[src/rtl/sort_stream_seq.sv]
// Sequential 4-element streaming sorter: load four values, bubble-sort them with one
// compare-swap per clock, then drain them smallest-first along with their arrival index.
module sort_stream_seq #(
    parameter int WIDTH = 4
) (
    input  logic             clk,
    input  logic             rst,
    input  logic             in_valid,
    output logic             in_ready,
    input  logic [WIDTH-1:0] in_data,
    output logic             out_valid,
    input  logic             out_ready,
    output logic [WIDTH-1:0] out_data,
    output logic [1:0]       out_idx,
    output logic             out_last,
    output logic             busy
);

    typedef enum logic [1:0] {
        ST_LOAD  = 2'd0,
        ST_SORT  = 2'd1,
        ST_DRAIN = 2'd2
    } state_t;

    state_t           state_r, state_s;
    logic [1:0]       cnt_r, cnt_s;
    logic [2:0]       step_r, step_s;
    logic [1:0]       k_r, k_s;
    logic [WIDTH-1:0] data_r [4];
    logic [WIDTH-1:0] data_s [4];
    logic [1:0]       idx_r [4];
    logic [1:0]       idx_s [4];
    logic             in_ready_r, in_ready_s;
    logic             out_valid_r, out_valid_s;
    logic [WIDTH-1:0] out_data_r, out_data_s;
    logic [1:0]       out_idx_r, out_idx_s;
    logic             out_last_r, out_last_s;
    logic             busy_r, busy_s;
    logic [1:0]       j_s, j1_s, kn_s;

    // Bubble pass schedule: step 0..5 compares positions 0,1,2,0,1,0.
    always_comb begin
        case (step_r)
            3'd0:    j_s = 2'd0;
            3'd1:    j_s = 2'd1;
            3'd2:    j_s = 2'd2;
            3'd3:    j_s = 2'd0;
            3'd4:    j_s = 2'd1;
            3'd5:    j_s = 2'd0;
            default: j_s = 2'd0;
        endcase
        j1_s = j_s + 2'd1;
        kn_s = k_r + 2'd1;
    end

    // Next-state and next-output logic for all three phases.
    always_comb begin
        state_s     = state_r;
        cnt_s       = cnt_r;
        step_s      = step_r;
        k_s         = k_r;
        data_s      = data_r;
        idx_s       = idx_r;
        in_ready_s  = in_ready_r;
        out_valid_s = out_valid_r;
        out_data_s  = out_data_r;
        out_idx_s   = out_idx_r;
        out_last_s  = out_last_r;
        busy_s      = busy_r;
        case (state_r)
            ST_LOAD: begin
                if (in_valid) begin
                    data_s[cnt_r] = in_data;
                    idx_s[cnt_r]  = cnt_r;
                    cnt_s         = cnt_r + 2'd1;
                    if (cnt_r == 2'd3) begin
                        state_s    = ST_SORT;
                        step_s     = 3'd0;
                        in_ready_s = 1'b0;
                        busy_s     = 1'b1;
                    end else begin
                        state_s = ST_LOAD;
                    end
                end else begin
                    cnt_s = cnt_r;
                end
            end
            ST_SORT: begin
                // Strict compare keeps equal keys in arrival order.
                if (data_r[j_s] > data_r[j1_s]) begin
                    data_s[j_s]  = data_r[j1_s];
                    data_s[j1_s] = data_r[j_s];
                    idx_s[j_s]   = idx_r[j1_s];
                    idx_s[j1_s]  = idx_r[j_s];
                end else begin
                    data_s = data_r;
                end
                step_s = step_r + 3'd1;
                if (step_r == 3'd5) begin
                    state_s     = ST_DRAIN;
                    k_s         = 2'd0;
                    out_valid_s = 1'b1;
                    out_data_s  = data_s[0];
                    out_idx_s   = idx_s[0];
                    out_last_s  = 1'b0;
                end else begin
                    state_s = ST_SORT;
                end
            end
            ST_DRAIN: begin
                if (out_ready) begin
                    if (k_r == 2'd3) begin
                        state_s     = ST_LOAD;
                        cnt_s       = 2'd0;
                        in_ready_s  = 1'b1;
                        out_valid_s = 1'b0;
                        out_last_s  = 1'b0;
                        busy_s      = 1'b0;
                    end else begin
                        k_s        = kn_s;
                        out_data_s = data_r[kn_s];
                        out_idx_s  = idx_r[kn_s];
                        out_last_s = (kn_s == 2'd3);
                    end
                end else begin
                    k_s = k_r;
                end
            end
            default: begin
                state_s     = ST_LOAD;
                cnt_s       = 2'd0;
                in_ready_s  = 1'b1;
                out_valid_s = 1'b0;
                busy_s      = 1'b0;
            end
        endcase
    end

    // State and output registers with synchronous reset.
    always_ff @(posedge clk) begin
        if (rst) begin
            state_r     <= ST_LOAD;
            cnt_r       <= 2'd0;
            step_r      <= 3'd0;
            k_r         <= 2'd0;
            for (int i = 0; i < 4; i++) begin
                data_r[i] <= '0;
                idx_r[i]  <= 2'd0;
            end
            in_ready_r  <= 1'b1;
            out_valid_r <= 1'b0;
            out_data_r  <= '0;
            out_idx_r   <= 2'd0;
            out_last_r  <= 1'b0;
            busy_r      <= 1'b0;
        end else begin
            state_r     <= state_s;
            cnt_r       <= cnt_s;
            step_r      <= step_s;
            k_r         <= k_s;
            data_r      <= data_s;
            idx_r       <= idx_s;
            in_ready_r  <= in_ready_s;
            out_valid_r <= out_valid_s;
            out_data_r  <= out_data_s;
            out_idx_r   <= out_idx_s;
            out_last_r  <= out_last_s;
            busy_r      <= busy_s;
        end
    end

    assign in_ready  = in_ready_r;
    assign out_valid = out_valid_r;
    assign out_data  = out_data_r;
    assign out_idx   = out_idx_r;
    assign out_last  = out_last_r;
    assign busy      = busy_r;

endmodule

[config.mk]
export PLATFORM = sky130hd
export DESIGN_NAME = sort_stream_seq
export DESIGN_NICKNAME = d
export VERILOG_FILES = /design/src/rtl/sort_stream_seq.sv
export SDC_FILE = /design/constraint.sdc
export NUM_CORES = 1
export LEC_CHECK = 0
export ABC_AREA = 1
export CORE_MARGIN = 2
export CORE_UTILIZATION = 33
export CTS_CLUSTER_DIAMETER = 50
export DETAILED_ROUTE_END_ITERATION = 8
export PLACE_DENSITY = 0.52
export SYNTH_ARGS = -nofsm -noshare
export SYNTH_HDL_FRONTEND = slang
export SYNTH_SLANG_ARGS = --single-unit
[constraint.sdc]
create_clock -name clk -period 3.1 [get_ports clk]
set_clock_uncertainty 0.05 [all_clocks]
set_input_delay 0.93 -clock clk [delete_from_list [all_inputs] [get_ports clk]]
set_output_delay 0.93 -clock clk [all_outputs]
set_load 0.01 [all_outputs]
== Yosys cells after proc, flatten, opt, wreduce, memory -nomap -nowiden ==
Index checks and enable logic that the tools add are counted.
W data, S select, Z words.
Storage, ports and cells
  register bits: 43
  input bits: 8
  word-level logic and storage cells: 150
Cells by class
  $add $sub $neg: 4
  order comparisons: 8
  equal/unequal tests: 16
  muxes and demuxes: 82
  bitwise operators: 6
  reduce and logical (&&, ||, !) cells: 16
Operators by type and width (count)
  $bwmux W16: 3
  $mux W4: 12
  $mux W2: 20
  $mux W16: 2
  $pmux W16 S2: 1
  $bmux W4 S2: 3
  $bwmux W8: 3
  $demux W4 S2: 3
  $mux W8: 2
  $pmux W8 S2: 1
  $ne A2 B2 Y1 const B: 7
  $mux W1: 13
  $bmux W2 S2: 3
  $demux W2 S2: 3
  $ge A3 B3 Y1 const B: 4
  $not A2 Y3: 4
  $pmux W2 S2: 3
  $pmux W2 S3: 2
  $reduce_and A3 Y1: 4
  $reduce_and A4 Y1: 3
  $lt A3 B1 Y1 const B: 3
  $pmux W1 S3: 3
  $eq A2 B2 Y1 const B: 4
  $pmux W4 S2: 1
  other kinds (17): 25

== Longest topological paths before layout ==
  word-level depth: 13
  depth in mapped cells: 24

== Worst setup path before layout ==
OpenSTA, ideal clock, no wires.
  path kind: register to register
  start point: register step_r[0]
  end point: register data_r[4] (netlist bit)
  setup time: 113 ps
  arrival time: 3090 ps
  required time: 2937 ps
  setup slack: -153 ps
  cell stages (with the launch flop): 22
  period minus slack after synthesis: 3253 ps
  cells stage by stage: dfxtp_1 > inv_1 > ha_1 > inv_1 > nor2_1 > inv_1 > ha_1 > nor3_2 > o211ai_1 > nand2_1 > inv_1 > ha_1 > nand2_1 > nor2_2 > nand2_1 > nand2_2 > nand3_4 > nand2_4 > nand3_2 > buf_4 > nor2_1 > nor2_1
On the way
  longest elaborated chain between the ends: 12
  elaborated cells between the ends (all ways): 31
RTL lines
  start, declared: RTL line 27  | logic [2:0] step_r, step_s;
  start signal, assigned: RTL line 159  | step_r <= step_s;
  $eq A3 B3 Y1 / $eq A3 B1 Y1 (equally long branches): RTL line 43  | case (step_r)
  $reduce_or A2 Y1 (no source line)
  $pmux W2 S2 (*): RTL line 43
  parallel branches: the longest is 9 deep, another holds $gt A4 B4 Y1
  end signal, assigned: RTL line 161  | data_r <= data_s;
  end, declared: RTL line 29  | logic [WIDTH-1:0] data_r [4];
Every way passes the cells marked *. The select of a mux whose other input is x is not followed.
A chain may end at the register's enable or synchronous reset.

== Worst setup path after layout ==
  start point: register step_r[0]
  end point: register data_r[9] (netlist bit)
Same word-level chain as after synthesis.

==> results_dict.tcl <==
set metrics [dict create \
    ys_warn_count 0 \
    grt_max_degree 23 \
    worstHoldStart "out_data[2]" \
    syn_to_final_growth_pct 23.44 \
    hold_buffers 0 \
    placed_area_sq_um 4075 \
    worst_skew_pair.late_latency_ns 0.32 \
    path_class "reg -> reg" \
    total_power_mw 1.557 \
    num_antenna_cells 0 \
    dp_cells 763 \
    place_hpwl_um 9784 \
    fillCellCount 1149 \
    cts.clk_slew.worst_paths_ns 0.10 \
    netlist_top_cells_count "nand2_1, inv_1, nor2_1, a21oi_1, nand3_1" \
    synth_ff_type "dfxtp_1" \
    synthesis.nets 625 \
    grt_pass1_vias 3850 \
    critPathCaptureType "register" \
    whs_endpoint "out_data[2]" \
    start_util_pct 34.28 \
    max_freq_mhz 341.7 \
    cp_data_required_time_ns 3.27 \
    seq_area_frac_synth_pct 24.11 \
    setup_viol 0 \
    arrival_ns 3.09 \
    ys_async_sr_fraction_pct 0 \
    timing.rr.end "data_r[9]" \
    totalWireLength_um 12840 \
    crit_path_max_fanout 5 \
    regToRegStartpoint "step_r[0]" \
    clockRootBuffer "clkbuf_8" \
    synth_top_area_share_pct 24.11 \
    synth.cell_area_sq_um 3571 \
    drv_cap 0 \
    cts_tree "built" \
    irDropWorstVdd_mv 0.2088 \
    power_leakage_nw 1.916 \
    reg2reg_depth 21 \
    drt_iter0_drc 331 \
    dr.pass1.iters 5 \
    rrSetupSlack_ns 0.17 \
    startpoint_type "register" \
    yosysMostFrequentCell "nand2_1" \
    hp-class "reg -> reg" \
    dieArea_sq_um 11670 \
    dp_slack_ns -0.03674 \
    ys_ff_latch 43 \
    fin_ws_ns 0.1732 \
    num_vias 4125 \
    cts_buffers 5 \
    worst_pin_slew_ns 0.9277 \
    netlist-cell-type-count 29 \
    antenna_found_initial 0 \
    place_congestion 0.9630 \
    cts_max_path_buffers 2 \
    avgSynthCellArea_sq_um 6.002 \
    die_x_um 108.0 \
    hold_viol_final 0 \
    fin_nets 670 \
    final_max_slew_viol_count 0 \
    grt_overflow_total 0 \
    fin_crit_sh_pct 94.41 \
    design.core.area_sq_um 10420 \
    min_path_cells 2 \
    drt_drc_violations_left 0 \
    ioPinCount 18 \
    synth_area_leaders "dfxtp_1, nand2_1, inv_1" \
    synth_area_leader_cell "dfxtp_1" \
    post_drt_wl_per_cell_um 16.53 \
    viasPerCell 5.309 \
    grt_pass1_wl_um 20130 \
    fin_cells 777 \
    drive_above_1_share_pct 14.98 \
    final_area_sq_um 4408 \
    rows 37 \
    grt_usage_pct 22.37 \
    power.density_nw_per_um2 353.2 \
    htree_levels 2 \
    port_buffers 17 \
    status "complete, no violations" \
    period_minus_slack_ns 2.927 \
    cts_sinks 43 \
    synth_edf_count 0 \
    netlist_instances 595 \
    antenna_left 0 \
    die_h_um 108.0 \
    maxSlewHeadroom_pct 38.16 \
]
[timing repair]
| item | 4_1_cts | 5_1_grt |
|---|---|---|
| hold endpoints to repair | 0 | 0 |
| setup buffers | 0 | 6 |
| endpoints found under the setup margin | 21 | 30 |
| cloned | 0 | 0 |
| gates resized for setup | 4 | 36 |
| pin swaps | 0 | 14 |
[registers in the layout, summed over array words and instances, names as in the netlist, 2 cells and up]
| name | flops |
|---|---|
| step_r | 3 |
| cnt_r | 2 |
| state_r | 2 |
| data_r | 16 |
| idx_r | 8 |
| out_idx | 2 |
| k_r | 2 |
| out_data | 4 |
[power by group]
group	switching, mW	internal, mW	total, mW
logic	0.294	0.163	0.457
registers	0.0265	0.576	0.602
clock network	0.232	0.266	0.497
total	0.552	1.00	1.56
[worst max path at each step]
stage / from / endpoint / slack, ns
floorplan: step_r[0] / data_r[4] / 0.03
CTS: step_r[1] / idx_r[1] / 0.03
global route: step_r[0] / data_r[6] / -0.005
global placement: step_r[1] / out_data[2] / 0.01
detailed placement: step_r[1] / idx_r[4] / -0.04
finish: step_r[0] / data_r[9] / 0.17
[metal layers]
layer  vias up  part of all wire [%]  global-route usage, %  wire length, um
met4         0                   2.8                  7.234              365
met5         -                     0                      0                0
li1       2029                     -                      -                -
met1      1923                    46                  29.81             5876
met2       141                    46                  37.38             5848
met3        32                   5.9                  2.893              755
[area by class of cell]
cell class | instances | area, sq um | area share [%]
Multi-Input combinational cell | 441 | 2392 | 54.27
Sequential cell | 43 | 865.8 | 19.64
Timing Repair Buffer | 58 | 509.2 | 11.55
Inverter | 91 | 349.1 | 7.919
Tap cell | 136 | 170.2 | 3.860
Clock buffer | 6 | 82.58 | 1.873
Clock inverter | 2 | 38.79 | 0.8799
[placed cells by master (no fill, tap or decap), types with 2 or more instances in the layout]
master and n:
nand3_4 4, inv_4 3, o21ai_0 38, or2_2 2, o21ai_1 5, buf_6 3, a21oi_1 54, o211ai_1 3
nand3_1 51, inv_2 6, nand2_2 13, clkdlybuf4s50_1 17, nor2_1 55, inv_1 81, nand2_1 140, o22ai_1 34
a211oi_1 3, nand4_1 3, nor2_4 2, nor2_2 4, buf_4 36, ha_1 16, ha_4 6, clkbuf_8 6
nand2_4 4, dfxtp_1 41
[kinds of logic after synthesis]
group                    count (synthesis)  synth area share [%]
AND/OR/NAND/NOR                        281                 34.30
buffers and inverters                  111                 12.86
flip-flops                              43                 24.11
adder cells (fa/ha/maj)                 22                 7.708
AO/OA/AOI/OAI                          138                 21.02
[through the flow]
stage          hold slack, ns   TNS [ns]  util, %
2_1_floorplan          0.4158          0        -
3_3_place_gp           0.4024          0    39.12
3_5_place_dp           0.4063    -0.1274    39.12
4_1_cts                0.4229          0    40.32
5_1_grt                0.4525  -0.004914    42.32
6_report               0.4188          0    42.32
[critical path: stages (launching register included)]
cell,delay (ns)
dfxtp_4,0.37
buf_4,0.12
ha_4,0.14
inv_1,0.04
nand2_1,0.07
nand2_2,0.11
ha_4,0.20
nor3_4,0.14
o211ai_1,0.11
nand2_1,0.11
inv_2,0.06
ha_4,0.27
nand2_2,0.06
nor2_4,0.11
nand2_1,0.07
nand2_2,0.12
nand3_4,0.10
nand2_4,0.13
nand3_4,0.10
buf_4,0.16
nor2_1,0.13
nor2_2,0.05
Power figures use the tool's default switching activity.
